===== config.mk =====
export PLATFORM = sky130hd
export DESIGN_NAME = sbus_master_ctrl_flat
export DESIGN_NICKNAME = d
export VERILOG_FILES = /design/src/rtl/sbus_master_ctrl_if.sv /design/src/rtl/sbus_master_ctrl.sv /design/src/flat_wrapper.sv
export SDC_FILE = /design/constraint.sdc
export NUM_CORES = 1
export LEC_CHECK = 0
export BUFFER_PORTS_ARGS = -buffer_cell sky130_fd_sc_hd__buf_2
export CAP_MARGIN = 5
export CORE_UTILIZATION = 35
export DETAILED_ROUTE_END_ITERATION = 6
export PLACE_DENSITY = 0.57
export SLEW_MARGIN = 40
export SYNTH_ARGS = -nofsm -noshare
export SYNTH_HDL_FRONTEND = slang
export SYNTH_SLANG_ARGS = --single-unit

===== constraint.sdc =====
create_clock -name clock -period 5.3 [get_ports clock]
set_input_delay 0.795 -clock clock [delete_from_list [all_inputs] [get_ports clock]]
set_output_delay 0.795 -clock clock [all_outputs]
set_load 0.01 [all_outputs]

===== src/rtl/sbus_master_ctrl_if.sv =====
`default_nettype none
// sbus_master_ctrl_if: client request/response handshake plus rw/address/data bus signals.
// Revision 1.0
interface sbus_master_ctrl_if #(
  parameter int Asize = 4,
  parameter int Dsize = 15
);
  logic           reqValid;
  logic           reqReady;
  logic           reqRw;
  logic [Asize:0] reqAddr;
  logic [Dsize:0] reqWdata;
  logic           rspValid;
  logic [Dsize:0] rspRdata;
  logic           rw;
  logic [Asize:0] addressLines;
  logic [Dsize:0] dataOut;
  logic           dataOe;
  logic [Dsize:0] dataIn;

  modport master (
    input  reqValid, reqRw, reqAddr, reqWdata, dataIn,
    output reqReady, rspValid, rspRdata, rw, addressLines, dataOut, dataOe
  );

  modport slave (
    output reqValid, reqRw, reqAddr, reqWdata, dataIn,
    input  reqReady, rspValid, rspRdata, rw, addressLines, dataOut, dataOe
  );
endinterface
`default_nettype wire


===== src/rtl/sbus_master_ctrl.sv =====
`default_nettype none
// sbus_master_ctrl: valid/ready request FIFO feeding a registered rw/address/data bus master.
// Revision 1.0
module sbus_master_ctrl #(
  parameter int Asize  = 4,
  parameter int Dsize  = 15,
  parameter int Fdepth = 4
) (
  input  wire logic          clock,
  input  wire logic          reset,
  sbus_master_ctrl_if.master bus
);

  localparam int PTR_W = $clog2(Fdepth);
  localparam int CNT_W = PTR_W + 1;
  localparam logic [CNT_W-1:0] FULL_CNT = CNT_W'(Fdepth);

  typedef enum logic [1:0] {
    IDLE    = 2'd0,
    WRITE   = 2'd1,
    RD_ADDR = 2'd2,
    RD_DATA = 2'd3
  } state_t;

  state_t           state, state_nxt;
  logic             fifo_rw    [Fdepth];
  logic [Asize:0]   fifo_addr  [Fdepth];
  logic [Dsize:0]   fifo_wdata [Fdepth];
  logic [PTR_W-1:0] wr_ptr, rd_ptr;
  logic [CNT_W-1:0] count;
  logic             push, pop, empty;

  logic             rw_q, rw_nxt;
  logic             oe_q, oe_nxt;
  logic             rsp_valid_q, rsp_valid_nxt;
  logic [Asize:0]   addr_q, addr_nxt;
  logic [Dsize:0]   dout_q, dout_nxt;
  logic [Dsize:0]   rdata_q, rdata_nxt;

  // Ready looks only at the registered count, so a same-cycle pop never frees a slot early.
  assign empty        = (count == '0);
  assign bus.reqReady = ~reset & (count != FULL_CNT);
  assign push         = bus.reqValid & bus.reqReady;

  always_ff @(posedge clock) begin
    if (push) begin
      fifo_rw[wr_ptr]    <= bus.reqRw;
      fifo_addr[wr_ptr]  <= bus.reqAddr;
      fifo_wdata[wr_ptr] <= bus.reqWdata;
    end
  end

  always_ff @(posedge clock or posedge reset) begin
    if (reset) begin
      wr_ptr <= '0;
      rd_ptr <= '0;
      count  <= '0;
    end else begin
      if (push) wr_ptr <= wr_ptr + PTR_W'(1);
      if (pop)  rd_ptr <= rd_ptr + PTR_W'(1);
      case ({push, pop})
        2'b10:   count <= count + CNT_W'(1);
        2'b01:   count <= count - CNT_W'(1);
        default: count <= count;
      endcase
    end
  end

  always_ff @(posedge clock or posedge reset) begin
    if (reset) state <= IDLE;
    else       state <= state_nxt;
  end

  // Every state except RD_ADDR is a dispatch point: pop the head if one is waiting.
  always_comb begin
    state_nxt     = state;
    pop           = 1'b0;
    rw_nxt        = 1'b0;
    oe_nxt        = 1'b0;
    addr_nxt      = addr_q;
    dout_nxt      = dout_q;
    rsp_valid_nxt = 1'b0;
    rdata_nxt     = rdata_q;
    case (state)
      RD_ADDR: state_nxt = RD_DATA;
      default: begin
        if (state == RD_DATA) begin
          rsp_valid_nxt = 1'b1;
          rdata_nxt     = bus.dataIn;
        end
        if (!empty) begin
          pop      = 1'b1;
          addr_nxt = fifo_addr[rd_ptr];
          if (fifo_rw[rd_ptr]) begin
            state_nxt = WRITE;
            rw_nxt    = 1'b1;
            oe_nxt    = 1'b1;
            dout_nxt  = fifo_wdata[rd_ptr];
          end else begin
            state_nxt = RD_ADDR;
          end
        end else begin
          state_nxt = IDLE;
        end
      end
    endcase
  end

  always_ff @(posedge clock or posedge reset) begin
    if (reset) begin
      rw_q        <= 1'b0;
      oe_q        <= 1'b0;
      rsp_valid_q <= 1'b0;
      addr_q      <= '0;
      dout_q      <= '0;
      rdata_q     <= '0;
    end else begin
      rw_q        <= rw_nxt;
      oe_q        <= oe_nxt;
      rsp_valid_q <= rsp_valid_nxt;
      addr_q      <= addr_nxt;
      dout_q      <= dout_nxt;
      rdata_q     <= rdata_nxt;
    end
  end

  assign bus.rw           = rw_q;
  assign bus.dataOe       = oe_q;
  assign bus.addressLines = addr_q;
  assign bus.dataOut      = dout_q;
  assign bus.rspValid     = rsp_valid_q;
  assign bus.rspRdata     = rdata_q;

endmodule
`default_nettype wire


===== src/flat_wrapper.sv =====
// flat-port wrapper written by rule: the top's interface ports become plain ports
module sbus_master_ctrl_flat 
#(
  parameter int Asize  = 4,
  parameter int Dsize  = 15,
  parameter int Fdepth = 4
)
  (clock, reset, bus_reqValid, bus_reqRw, bus_reqAddr, bus_reqWdata, bus_dataIn, bus_reqReady, bus_rspValid, bus_rspRdata, bus_rw, bus_addressLines, bus_dataOut, bus_dataOe);
  sbus_master_ctrl_if #(.Asize(Asize), .Dsize(Dsize)) bus_i ();
  input  wire logic clock;
  input  wire logic reset;
  input wire logic [$bits(bus_i.reqValid)-1:0] bus_reqValid;
  input wire logic [$bits(bus_i.reqRw)-1:0] bus_reqRw;
  input wire logic [$bits(bus_i.reqAddr)-1:0] bus_reqAddr;
  input wire logic [$bits(bus_i.reqWdata)-1:0] bus_reqWdata;
  input wire logic [$bits(bus_i.dataIn)-1:0] bus_dataIn;
  output wire logic [$bits(bus_i.reqReady)-1:0] bus_reqReady;
  output wire logic [$bits(bus_i.rspValid)-1:0] bus_rspValid;
  output wire logic [$bits(bus_i.rspRdata)-1:0] bus_rspRdata;
  output wire logic [$bits(bus_i.rw)-1:0] bus_rw;
  output wire logic [$bits(bus_i.addressLines)-1:0] bus_addressLines;
  output wire logic [$bits(bus_i.dataOut)-1:0] bus_dataOut;
  output wire logic [$bits(bus_i.dataOe)-1:0] bus_dataOe;
  assign bus_i.reqValid = bus_reqValid;
  assign bus_i.reqRw = bus_reqRw;
  assign bus_i.reqAddr = bus_reqAddr;
  assign bus_i.reqWdata = bus_reqWdata;
  assign bus_i.dataIn = bus_dataIn;
  assign bus_reqReady = bus_i.reqReady;
  assign bus_rspValid = bus_i.rspValid;
  assign bus_rspRdata = bus_i.rspRdata;
  assign bus_rw = bus_i.rw;
  assign bus_addressLines = bus_i.addressLines;
  assign bus_dataOut = bus_i.dataOut;
  assign bus_dataOe = bus_i.dataOe;
  sbus_master_ctrl #(.Asize(Asize), .Dsize(Dsize), .Fdepth(Fdepth)) u_core (.clock(clock), .reset(reset), .bus(bus_i));
endmodule

==> qor.yml <==
status: "completed"
fin_cells: 529
r2r_start: "u_core.count[2]"
clockBufferDepth: 2
avgRoutedWirePerCell_um: 17.2
drv_cap: 0
grt_antenna_before_repair: 0
tightestPinTransition_ps: 668
grt_pass1_wl_um: 14200
die_x_um: 123
synthDistinctLibCells: 28
io_buffers: 81
irDropWorstVdd_v: 0.000240
ioPinCount: 82
synth_top_cell_by_area: "edfxtp_1"
cts_tree: "done"
period_share_pct: 41.4
syn_nets: 293
fin_skew_ps: 9.03
cellPowerDensity_nw_per_um2: 602
cpPeakStageDelay_ps: 430
drt_iter0_drc: 130
dieHeight_um: 123
layout_common_cells: "edfxtp_1, buf_2, dfrtp_1, mux2_2, mux4_2"
layout-drive-gt1-share_pct: 50.1
worstSkewPairLatency_ps: 420
hold_buffers: 0
diodes: 0
synth_top_area_share_pct: 51.2
required_ps: 5630
globalplace.congestion: 0.685
reg2reg_depth: 8
finalHoldViolations: 0
clk_pin_slew_worst_paths_ps: 50
drv_slew: 0
start_util_pct: 36.4
nFillCells: 1224
cts-root-buf: "clkbuf_16"
drc_errors: 0
final_common_cell: "edfxtp_1"
syn_area_per_cell_sq_um: 21.0
crit_fanout: 7
grtUsageTotal_pct: 13.5
dp_cells: 497
regArea_sq_um: 3850
core_region_area_sq_um: 14100
nNetsFinal: 383
synth.area.top_cells: "edfxtp_1, dfrtp_1, mux4_2"
synthToLayoutAreaGrowth_pct: 21.9
hpwl_um: 5530
synth_seq_area_share_pct: 74.5
yosys_warnings: 0
max_freq_ghz: 0.456
first_pass_iters: 4
grt-ovfl-total: 0
r2r_slack_ps: 3110
cp.arrival_ps: 2520
crit_top_cell: "xor2_1"
reg2reg_to: "u_core.count[2]"
cts.sink_count: 136
hold_path.class: "input pin to asynchronous set/reset pin"
numCtsBuffers: 17
placed_area_sq_um: 5720
fin_tns_setup_ps: 0
vias: 2478
syn_inst: 246
start_kind: "flop"
multi_input_area_sq_um: 1210
cpMaxStageDelayCell: "dfrtp_1"
finalCriticalPeriod_ps: 2190
dieArea_sq_um: 15200
setup_violations: 0
rows: 43
final_core_util_pct: 44.4
postCtsResizedCells: 0
cts_setup_buffers: 0
crit_type: "flop to flop"
grt_max_degree: 49
crit_path_end_kind: "flop"
ys_ff_latch: 136
crit_chain: "or3_1 > and2_1 > ha_1 > inv_1 > fa_1 > xor2_1 > nor2_1 > xor2_1"
htreeDepth: 4
ant_nets: 0
rsz0062_at_grt: "false"
power_leakage_nw: 2.44
syn_area_sq_um: 5160
via_per_inst: 4.68
grt_pass1_vias: 2652
finish.instance_area_sq_um: 6280
wirelength_um: 9070
max_slew_margin_pct: 55.3
[state kept, by name, summed over array words and instances, names as in the netlist, 2 cells and up]
name / count
u_core.rd_ptr: 2
u_core.fifo_wdata: 64
u_core.bus.rspRdata: 16
u_core.wr_ptr: 2
u_core.count: 3
u_core.fifo_rw: 4
u_core.bus.dataOut: 16
u_core.bus.addressLines: 5
u_core.state: 2
u_core.fifo_addr: 20
[power by group]
part | internal (W) | switching (W) | leakage [nW]
Combinational | 0.000616 | 0.000465 | 0.809
Sequential | 0.00142 | 0.000205 | 1.36
Clock | 0.000687 | 0.000397 | 0.274
[synth_stat cells, drive strengths merged]
cell	n
edfxtp	88
dfrtp	48
mux2	38
mux4	22
inv	9
buf	7
and2	5
ha	5
clkbuf	3
nand2	3
xnor2	3
xor2	3
nor2	2
a211oi	1
a21oi	1
and3	1
fa	1
mux2i	1
nand2b	1
nand3	1
nor3	1
o21ai	1
or3	1
[critical path, delay by kind of cell, from the launching register on]
family / cells / cell delay (ps)
simple gates: 3 / 700
fa+ha+maj: 2 / 620
flops: 1 / 430
xor+xnor: 2 / 310
buf+inv: 1 / 60
[cells by family after synthesis]
family | after synthesis | share of synthesized area (%)
compound gates | 3 | 0.340
xor+xnor | 6 | 1.02
fa+ha+maj | 6 | 1.60
buf+inv | 19 | 2.11
flops | 136 | 74.5
mux | 61 | 18.8
simple gates | 15 | 1.63
[through the flow]
step	total power, W	hold WS, ps	setup slack (ps)
floorplan	0.00244	498	2930
global placement	0.00272	481	2270
detailed placement	0.00275	488	2600
CTS	0.00386	500	2960
global route	0.00401	510	2960
finish	0.00379	496	3110
[worst max path at each step]
stage | cells after the start | to | startpoint | slack (ps)
after floorplan | 3 | u_core.fifo_addr[0][0] | bus_reqValid | 2930
after global placement | 4 | u_core.fifo_wdata[2][7] | bus_reqValid | 2270
after detailed placement | 4 | u_core.fifo_wdata[2][7] | bus_reqValid | 2600
after CTS | 3 | u_core.fifo_wdata[2][3] | u_core.count[0] | 2960
after global routing | 8 | u_core.count[2] | u_core.count[2] | 2960
final | 8 | u_core.count[2] | u_core.count[2] | 3110
[final cells by class]
class,instances,area share (%)
tap,180,3.58
clock buffer,30,8.68
clock inverter,2,0.159
multi-input combinational,91,19.3
sequential,136,61.2
inverter,9,0.577
timing repair buffer,81,6.45
[routing by layer]
layer / up-vias / routed length, um / track usage [%]
li1: 1125 / - / -
met1: 1277 / 3830 / 15.7
met2: 61 / 4640 / 22.3
met3: 15 / 434 / 3.87
met4: 0 / 170 / 7.53
met5: - / 0 / 0
Note: power is estimated with default switching activity, not from simulation.
